--- src/rtl/mips_fetch_dpath_pipe.sv ---
// rtl/mips_fetch_dpath_pipe.sv - two-stage (IF/ID) MIPS fetch/decode datapath
//
// Purpose: owns the PC (IF) and the IF/ID register, decodes the ID-stage
// instruction, muxes operands and resolves branches/jumps in ID.
// A stall holds both stages; a taken redirect loads the PC with the target
// and flushes IF/ID with a bubble (one-cycle penalty, no delay slot).
//
// Ports:
//   clk, rst               clock, synchronous active-high reset
//   instr                  imem read data for address pc
//   stall, pcsrc, jmp      hazard hold, branch taken, jump (for ID instr)
//   memtoreg/alusrc/regdst operand and write-back mux selects
//   rd1, rd2               register file read data
//   aluresult, readdata    write-back candidates
//   pc                     fetch address
//   id_valid/id_instr/id_pcplus  IF/ID register contents
//   op, funct, a1, a2, a3  decoded fields / register addresses
//   signimm, srca, srcb    immediate and ALU operands
//   wd3                    register file write data
module mips_fetch_dpath_pipe #(
  parameter int              XLEN     = 32,
  parameter logic [XLEN-1:0] RESET_PC = '0,
  parameter int              PC_STEP  = 4,
  parameter int              BR_SHIFT = 2
) (
  input  logic            clk,
  input  logic            rst,
  input  logic [31:0]     instr,
  input  logic            stall,
  input  logic            pcsrc,
  input  logic            jmp,
  input  logic            memtoreg,
  input  logic            alusrc,
  input  logic            regdst,
  input  logic [XLEN-1:0] rd1,
  input  logic [XLEN-1:0] rd2,
  input  logic [XLEN-1:0] aluresult,
  input  logic [XLEN-1:0] readdata,
  output logic [XLEN-1:0] pc,
  output logic            id_valid,
  output logic [31:0]     id_instr,
  output logic [XLEN-1:0] id_pcplus,
  output logic [5:0]      op,
  output logic [5:0]      funct,
  output logic [4:0]      a1,
  output logic [4:0]      a2,
  output logic [4:0]      a3,
  output logic [XLEN-1:0] signimm,
  output logic [XLEN-1:0] srca,
  output logic [XLEN-1:0] srcb,
  output logic [XLEN-1:0] wd3
);

  localparam logic [XLEN-1:0] STEP = XLEN'(PC_STEP);
  // Low bits of the jump target that come from the instruction index
  // (plus the zero shift bits); everything above is kept from id_pcplus.
  // Done with a mask so BR_SHIFT = 0 needs no zero-width concatenation.
  localparam logic [XLEN-1:0] JLOW_MASK = (XLEN'(1) << (26 + BR_SHIFT)) - XLEN'(1);

  logic [XLEN-1:0] pcplus;
  logic [XLEN-1:0] brtarget;
  logic [XLEN-1:0] jtarget;
  logic            redirect;

  assign pcplus   = pc + STEP;
  assign brtarget = id_pcplus + (signimm << BR_SHIFT);
  assign jtarget  = (id_pcplus & ~JLOW_MASK) | (XLEN'(id_instr[25:0]) << BR_SHIFT);
  // A bubble never redirects, and a stalled redirect waits for the stall to drop.
  assign redirect = id_valid & ~stall & (jmp | pcsrc);

  always_ff @(posedge clk) begin
    if (rst) begin
      pc        <= RESET_PC;
      id_valid  <= 1'b0;
      id_instr  <= '0;
      id_pcplus <= '0;
    end else if (stall) begin
      pc        <= pc;
      id_valid  <= id_valid;
      id_instr  <= id_instr;
      id_pcplus <= id_pcplus;
    end else if (redirect) begin
      // Wrong-path fetch of this cycle is dropped by loading a bubble.
      pc        <= jmp ? jtarget : brtarget;
      id_valid  <= 1'b0;
      id_instr  <= '0;
      id_pcplus <= '0;
    end else begin
      pc        <= pcplus;
      id_valid  <= 1'b1;
      id_instr  <= instr;
      id_pcplus <= pcplus;
    end
  end

  assign op      = id_instr[31:26];
  assign funct   = id_instr[5:0];
  assign a1      = id_instr[25:21];
  assign a2      = id_instr[20:16];
  assign a3      = regdst ? id_instr[15:11] : id_instr[20:16];
  assign signimm = {{(XLEN-16){id_instr[15]}}, id_instr[15:0]};
  assign srca    = rd1;
  assign srcb    = alusrc ? signimm : rd2;
  assign wd3     = memtoreg ? readdata : aluresult;

endmodule

--- config.mk ---
export PLATFORM = sky130hd
export DESIGN_NAME = mips_fetch_dpath_pipe
export DESIGN_NICKNAME = d
export VERILOG_FILES = /design/src/rtl/mips_fetch_dpath_pipe.sv
export SDC_FILE = /design/constraint.sdc
export NUM_CORES = 1
export LEC_CHECK = 0
export ABC_CLOCK_PERIOD_IN_PS = 3900
export BUFFER_PORTS_ARGS = -buffer_cell sky130_fd_sc_hd__clkbuf_2
export CORE_AREA = 2 2 165 167
export CTS_BUF_LIST = sky130_fd_sc_hd__clkbuf_2
export CTS_CLUSTER_SIZE = 10
export DETAILED_ROUTE_END_ITERATION = 8
export DIE_AREA = 0 0 167 169
export SYNTH_ARGS = -nofsm -noshare
export SYNTH_HDL_FRONTEND = slang
export SYNTH_SLANG_ARGS = --single-unit
--- constraint.sdc ---
create_clock -name clk -period 3.9 [get_ports clk]
set_input_delay 0.78 -clock clk [delete_from_list [all_inputs] [get_ports clk]]
set_output_delay 0.78 -clock clk [all_outputs]
set_load 0.1 [all_outputs]
==> qor.csv, run 1 <==
metric,value,unit
status,completed,
layout cell share with drive strength beyond 1,36.5,%
filler instances,2865,
total core area,0.0265,mm2
largest area contributor in the netlist,dfxtp_1,
Die W,167,um
Detail Route Antenna Nets,0,
final hold violations,0,
Rel. slew slack,43.2,%
post-route insts no fill,1590,
Initial Util,29.3,%
yosys warns,0,
DR DRC count,0,
"wirelength, routed",29700,um
final setup violating endpoints,0,
"count leader, synth",a21oi_1,
reg2reg end,pc[27],
most frequent cells after synthesis,"a21oi_1, nor2_1, dfxtp_1",
largest net degree at the start of global routing,56,
Post-DP Area,0.00915,mm2
RSZ-0062 raised after global routing,no,
P_leak,4.66,nW
Worst setup EP type,output pin,
highest-delay cell along the critical path,dfxtp_2,
hold crit path type,input pin to flip-flop,
WL/cell,18.7,um
Mapped Cells,1024,
Layout Cell Area excl Fill,0.00931,mm2
area share of the largest cell type after synthesis,25.0,%
CP max FO,22,
synth unique cells,75,
Slew @ Worst Pin,0.851,ns
CP top delay family,flip-flops,
"Slew Viols, Final",0,
Final nets,1443,
placer congestion estimate,0.927,
R2R Path Start,id_instr[15],
total grt overflow,0,
CP cell instances,nand2_1 > o21ai_0 > clkbuf_2,
Syn Nets,1223,
crit-path max cell delay,0.69,ns
via count,8197,
cell area after synthesis,0.00778,mm2
Hold WS,0.477,ns
"CTS clk-pin slew, worst paths",0.27,ns
Die Y,169,um
min-delay src,instr[26],
crit path time final,3.25,ns
Max Freq,307,MHz
kind of critical path,flip-flop to output pin,
DRT Pass-1 Iters,5,
"Avg Cell Area, Syn",7.59,um2
Antenna Cells,0,
number of max-cap violations,0,
CTS tree,done,
clock sinks,97,
floorplan row count,60,
critical path arrival,2.47,ns
first-pass GRT wire length,44100,um
ys async rst share,0,%
Synth Flop Type,dfxtp_1,
Worst EP required,3.12,ns
post-synthesis sequential area ratio,25.0,%
CP bufs+invs,1,
gr usage total,19.9,%
Total Die Area,0.0282,mm2
vias in the first global route,7475,
FF-to-FF path depth,9,
Final Skew,0.0204,ns
area delta synth->final,19.7,%
Synth area leaders,"dfxtp_1, buf_4, mux2_2, a21oi_1, nor2_1",
post-DR vias/cell,5.16,
clk_lat worst skew,0.62,ns
initial antenna violation count,2,
HPWL after DPL,22600,um
fin crit share,83.4,%
Clock Root Buffer,clkbuf_2,
placed cells,1574,
drt initial violations,501,
peak supply drop,218,uV
Post-synth EDFFs,0,
port bufs,355,
Hold EP,id_instr[26],
Max clock buf depth,2,
CTS Hold Bufs,0,
I/O pin count,420,
CTS H-tree lvls,3,
Seq cells post-synth,97,
CP Launch Type,flip-flop,
setup bufs post-CTS,0,
Post-CTS Resized,0,
pwr dens,353,mW/mm2
FF-to-FF setup slack,0.97,ns
Inserted Clock Buffers,9,
worst hold stages,4,
through the flow:
stage	setup slack (ns)	total power, W	setup TNS (ns)	utilization (%)
3_5_place_dp	0.961	0.00266	0	34.5
6_report	0.648	0.00329	0	35.1
2_1_floorplan	-0.132	0.00256	-1.30	-
4_1_cts	0.557	0.00331	0	35.1
3_3_place_gp	1.01	0.00266	0	34.5
5_1_grt	0.384	0.00342	0	35.1
sequential cells by signal, summed over array words and instances, names as in the netlist:
signal and count:
id_pcplus 32, id_valid 1, id_instr 32, pc 32
cell families (layout without fill, tap and decap cells):
logic type      after synthesis  count (layout)  share of synthesized area [%]
fa+ha+maj                    31              31                           5.08
mux                          57              57                           8.27
compound gates              295             295                           23.6
simple gates                309             309                           19.2
xor+xnor                     49              49                           5.52
buf+inv                     186             411                           13.4
flops                        97              97                           25.0
tightest hold or removal path, cell delays in order:
cell and delay [ns]:
clkbuf_2 0.07, and3_1 0.13, a21oi_1 0.04, nor2_1 0.06
layout make-up:
| type | count | area (um2) | area share [%] |
|---|---|---|---|
| multi-input combinational | 741 | 4810 | 51.6 |
| clock inverter | 6 | 106 | 1.14 |
| inverter | 28 | 105 | 1.13 |
| tap | 341 | 427 | 4.58 |
| clock buffer | 10 | 50.0 | 0.538 |
| timing repair buffer | 367 | 1870 | 20.1 |
| sequential | 97 | 1940 | 20.9 |
routing by layer:
metal	part of all wire (%)	wire length, um	up-vias	track usage [%]
li1	-	-	3980	-
met1	46	13700	3845	26.9
met2	45	13400	332	32.3
met3	7.1	2100	36	4.75
met4	1.4	408	4	4.24
met5	0.077	23	-	0
how the worst max path moves through the flow:
| stage | startpoint | end | depth (start not counted) |
|---|---|---|---|
| floorplan | alusrc | srcb[15] | 3 |
| global placement | memtoreg | wd3[21] | 3 |
| detailed placement | memtoreg | wd3[24] | 3 |
| CTS | id_instr[15] | srcb[30] | 3 |
| global route | id_instr[15] | srcb[30] | 3 |
| finish | id_instr[15] | srcb[30] | 3 |
report_power, final:
group / internal [W] / switching (W) / leakage [nW]
Combinational: 0.000281 / 0.00125 / 3.78
Sequential: 0.00104 / 0.0000715 / 0.793
Clock: 0.000276 / 0.000371 / 0.0912
placed cells by master (no fill, tap or decap), drive strengths merged, types with 6 or more instances in the layout:
cell type  instances
a211oi            10
a21o              30
a21oi            113
a22oi             17
a31oi              9
and3              43
buf               14
clkbuf           363
dfxtp             97
ha                30
inv               28
mux2              55
nand2             64
nand2b             6
nand3             23
nand4             11
nor2             110
nor3              21
o211ai             6
o21ai             65
o22ai              7
xnor2             32
xor2              17
Power figures use the tool's default switching activity.
==> run 2: changes to the inputs <==
Settings changed: ABC_CLOCK_PERIOD_IN_PS 3900 to 2900.
Clock period 3.9 ns to 2.9 ns, I/O delays scaled along.
==> run 2 against run 1 <==
Net effect:
- worst hold slack worse by 0.24 ns
- core utilization up 1.8 points
- clock-buffer cell count decreased by 1
- sequential power up 33%
- non-clock buffer count up 24
- sequential cell count is the same
==> qor.csv, run 2 (synthesized netlist as in run 1, its figures left out) <==
metric,value,unit,change
status,completed,,
most frequent cells in the layout,"clkbuf_2, a21oi_1, nor2_1, dfxtp_1, nand2_1",,
Max Freq,363,MHz,
fin crit share,95.1,%,
gr usage total,19.9,%,about the same
DR DRC count,0,,unchanged
kind of critical path,flip-flop to flip-flop,,
first-pass GRT wire length,44300,um,+0.53%
critical path arrival,3.35,ns,+0.88 ns
RSZ-0062 raised after global routing,no,,
R2R Path Start,id_pcplus[2],,
Die Y,169,um,unchanged
Largest regs,"id_instr (32), id_pcplus (32), pc (32)",,
FF-to-FF setup slack,0.14,ns,-0.83 ns
area delta synth->final,25.8,%,
Post-DP Area,0.00965,mm2,+5.4%
min-delay src,instr[4],,
Rel. slew slack,38.1,%,-5.1 points
FF-to-FF path depth,10,,+1
Inserted Clock Buffers,9,,unchanged
CP max FO,3,,-86%
total grt overflow,0,,unchanged
"CTS clk-pin slew, worst paths",0.28,ns,about the same
placer congestion estimate,0.906,,-2.3%
crit path time final,2.76,ns,
HPWL after DPL,23000,um,+1.6%
Detail Route Antenna Nets,0,,unchanged
floorplan row count,60,,unchanged
WL/cell,18.4,um,-1.7%
Layout Cell Area excl Fill,0.00978,mm2,+5.0%
P_leak,4.87,nW,+4.5%
final hold violations,0,,unchanged
reg2reg end,pc[30],,
initial antenna violation count,1,,-1
Worst EP required,3.49,ns,+0.37 ns
CTS Hold Bufs,0,,unchanged
Hold WS,0.242,ns,-0.235 ns
Post-CTS Resized,0,,unchanged
Final nets,1467,,+1.7%
final setup violating endpoints,0,,unchanged
layout cell share with drive strength beyond 1,39.7,%,+3.2 points
"most common cell after layout, fill and taps aside",clkbuf_2,,
pwr dens,453,mW/mm2,+28%
Die W,167,um,unchanged
"wirelength, routed",29700,um,-0.13%
CTS H-tree lvls,3,,unchanged
Hold EP,id_instr[4],,
vias in the first global route,7668,,+2.6%
post-DR vias/cell,5.12,,-0.65%
Total Die Area,0.0282,mm2,unchanged
Slew @ Worst Pin,0.925,ns,+0.0741 ns
Worst setup EP type,flip-flop,,
Final Skew,0.0387,ns,+0.0183 ns
worst hold stages,4,,unchanged
CP Launch Type,flip-flop,,
number of max-cap violations,0,,unchanged
CTS tree,done,,
clk_lat worst skew,0.65,ns,+0.03 ns
drt initial violations,483,,-3.6%
DRT Pass-1 Iters,5,,unchanged
I/O pin count,420,,unchanged
peak supply drop,276,uV,+27%
clock sinks,97,,unchanged
via count,8272,,+0.91%
Max clock buf depth,2,,unchanged
total core area,0.0265,mm2,unchanged
port bufs,355,,unchanged
hold crit path type,input pin to flip-flop,,
setup bufs post-CTS,0,,unchanged
Clock Root Buffer,clkbuf_2,,
Initial Util,29.3,%,unchanged
"Slew Viols, Final",0,,unchanged
largest net degree at the start of global routing,83,,+48%
run 2: cell count changes in the layout (fill, tap and decap cells not counted), sizes merged:
cell    change
clkinv      +2
clkbuf     -18
buf        +41
diode       +1
bufinv      -1
run 2: cell type report:
type	instances	area, um2
Antenna cell	1	2.50
Clock buffer	9	45.0
Clock inverter	7	85.1
Fill cell	2857	16700
Inverter	28	105
Multi-Input combinational cell	741	4810
Sequential cell	97	1980
Tap cell	341	427
Timing Repair Buffer	391	2330
run 2: per-layer routing:
| metal | GRT usage, % | share of wire, % | wire [um] | vias to the layer above |
|---|---|---|---|---|
| li1 | - | - | - | 4038 |
| met1 | 26.9 | 45 | 13400 | 3853 |
| met2 | 32.5 | 46 | 13600 | 346 |
| met3 | 4.26 | 7.1 | 2100 | 35 |
| met4 | 4.87 | 1.8 | 546 | 0 |
| met5 | 0 | 0 | 0 | - |
run 2: worst max path at each step:
stage	startpoint	cells after the start	end	slack [ns]
floorplan	id_instr[15]	4	srcb[21]	-0.01
global placement	id_instr[0]	10	pc[30]	0.22
detailed placement	id_instr[0]	10	pc[30]	0.19
CTS	id_pcplus[2]	10	pc[30]	0.15
global route	id_instr[2]	9	pc[27]	0.002
finish	id_pcplus[2]	10	pc[30]	0.14
run 2: critical path: stages, from the launching register on:
cell and delay [ns]:
dfxtp_2 0.40, ha_1 0.23, fa_1 0.42, a21o_1 0.23
nand3_1 0.14, a21oi_1 0.13, o221a_2 0.32, o31a_1 0.33
a211oi_2 0.21, xor2_1 0.18, o21ai_0 0.10
run 2: report_power, final:
group	internal [W]	switching, W	leakage [nW]
registers	0.00140	0.0000794	0.804
logic	0.000455	0.00172	3.99
clock network	0.000277	0.000499	0.0784
total	0.00213	0.00230	4.87
run 2: through the flow:
step	power, W	instances	TNS, ns	utilization, %	setup WS [ns]
2_1_floorplan	0.00345	1024	-0.144	-	-0.0144
3_3_place_gp	0.00368	1598	0	36.4	0.222
3_5_place_dp	0.00369	1598	0	36.4	0.190
4_1_cts	0.00446	1614	0	36.9	0.151
5_1_grt	0.00462	1615	0	36.9	0.00196
6_report	0.00443	1615	0	36.9	0.143
==> run 3: changes to the inputs <==
Settings changed: MAX_ROUTING_LAYER set to met4.
==> run 3 against run 2 <==
Net effect:
- worst hold slack better by 0.039 ns
- sequential cell count stayed put
- die area stayed put
- non-clock buffer count stayed put
- largest cell class unchanged
==> qor.csv, run 3 (synthesized netlist as in run 1, its figures left out) <==
metric,value,unit,change
CP cell instances,ha_1 > fa_1 > a21o_1 > nand3_1 > a21oi_1 > o221a_2 > o31a_1 > a211oi_2 > xor2_1 > o21ai_0,,
vias in the first global route,7669,,+0.013%
post-DR vias/cell,5.11,,-0.23%
Final Skew,0.0444,ns,+0.00571 ns
Total Die Area,0.0282,mm2,unchanged
Inserted Clock Buffers,9,,unchanged
Detail Route Antenna Nets,0,,unchanged
critical path arrival,3.29,ns,-0.06 ns
"most common cell after layout, fill and taps aside",clkbuf_2,,
final setup violating endpoints,0,,unchanged
fin crit share,94.0,%,-1.1 points
Clock Root Buffer,clkbuf_2,,
post-route insts no fill,1615,,unchanged
P_leak,4.86,nW,-0.29%
"worst slack, placed",0.194,ns,+0.00424 ns
crit-path max cell delay,0.41,ns,about the same
drt initial violations,566,,+17%
DR DRC count,0,,unchanged
HPWL after DPL,22900,um,about the same
first-pass GRT wire length,44100,um,-0.56%
via count,8253,,-0.23%
Rel. slew slack,34.4,%,-3.7 points
clock sinks,97,,unchanged
peak supply drop,269,uV,-2.6%
post-route setup slack,0.174,ns,+0.0313 ns
clk_lat worst skew,0.64,ns,about the same
CP Launch Type,flip-flop,,
CTS H-tree lvls,3,,unchanged
Max clock buf depth,2,,unchanged
placed cells,1598,,unchanged
Largest regs,"id_instr (32), id_pcplus (32), pc (32)",,
pwr dens,444,mW/mm2,-2.0%
I/O pin count,420,,unchanged
area delta synth->final,25.3,%,
Worst EP required,3.47,ns,-0.02 ns
CTS tree,done,,
highest-delay cell along the critical path,dfxtp_2,,
Final nets,1467,,unchanged
"wirelength, routed",29400,um,-0.71%
kind of critical path,flip-flop to flip-flop,,
Max Freq,367,MHz,+1.1%
WL/cell,18.2,um,-0.71%
"CTS clk-pin slew, worst paths",0.28,ns,about the same
Die Y,169,um,unchanged
layout cell share with drive strength beyond 1,39.7,%,+0.079 points
CTS Hold Bufs,0,,unchanged
most frequent cells in the layout,"clkbuf_2, a21oi_1, nor2_1, dfxtp_1, nand2_1",,
crit path time final,2.73,ns,-0.0313 ns
CP max FO,7,,+4
Slew @ Worst Pin,0.984,ns,+0.0583 ns
total grt overflow,0,,unchanged
Die W,167,um,unchanged
placer congestion estimate,0.921,,+1.6%
Worst setup EP type,flip-flop,,
hold crit path type,input pin to flip-flop,,
largest net degree at the start of global routing,83,,unchanged
floorplan row count,60,,unchanged
initial antenna violation count,1,,unchanged
Hold WS,0.281,ns,+0.0392 ns
Initial Util,29.3,%,unchanged
setup bufs post-CTS,0,,unchanged
DRT Pass-1 Iters,7,,+2
"Slew Viols, Final",0,,unchanged
final hold violations,0,,unchanged
status,completed,,
total core area,0.0265,mm2,unchanged
number of max-cap violations,0,,unchanged
gr usage total,20.4,%,+0.44 points
port bufs,355,,unchanged
[run 3: cell count changes in the layout (fill, tap and decap cells not counted), sizes merged]
cell    delta
clkbuf     +2
bufinv     -1
clkinv     -1
[run 3: layer usage]
metal / routed length (um) / up-vias / GRT usage, %
met5: 0 / - / -
met4: 603 / 0 / 5.62
met3: 1690 / 39 / 2.81
met2: 13700 / 336 / 32.5
met1: 13500 / 3842 / 27.0
li1: - / 4036 / -
[run 3: stage by stage]
stage / utilization (%) / setup TNS [ns] / cell area (um2) / power [W]
floorplan: - / -0.144 / 7810 / 0.00345
global placement: 36.4 / 0 / 9630 / 0.00368
detailed placement: 36.4 / 0 / 9630 / 0.00369
CTS: 36.7 / 0 / 9740 / 0.00437
global route: 36.8 / -0.00414 / 9740 / 0.00450
finish: 36.8 / 0 / 9740 / 0.00433
[run 3: final timing paths]
kind | startpoint | endpoint | slack, ns | depth (start not counted)
hold / removal | instr[26] | id_instr[26] | 0.28 | 4
hold reg to reg | pc[1] | pc[1] | 0.49 | 2
setup reg to reg | id_instr[0] | pc[30] | 0.17 | 10
setup / recovery | id_instr[0] | pc[30] | 0.17 | 10
[run 3: layout make-up]
cell class / count / area, um2
inverter: 28 / 105
timing repair buffer: 391 / 2320
fill: 2855 / 16800
clock buffer: 11 / 55.1
multi-input combinational: 741 / 4810
sequential: 97 / 1980
tap: 341 / 427
antenna: 1 / 2.50
clock inverter: 5 / 46.3
[run 3: worst max-delay path, delay by kind of cell, from the launching register on]
kind,cells,cell delay [ns]
XOR/XNOR,1,0.16
AND/OR/NAND/NOR,1,0.15
AO/OA/AOI/OAI,6,1.35
flip-flops,1,0.41
adder cells (fa/ha/maj),2,0.63
[run 3: report_power, final]
part	internal, W	switching (W)	leakage (nW)	total (W)
logic	0.000454	0.00173	3.98	0.00218
clock network	0.000197	0.000479	0.0684	0.000676
registers	0.00140	0.0000753	0.804	0.00147
[run 3: timing repair]
item / CTS / global route
gates resized for setup: 0 / 1
endpoints found under the setup margin: 0 / 2
endpoints found under the hold margin: 0 / 0
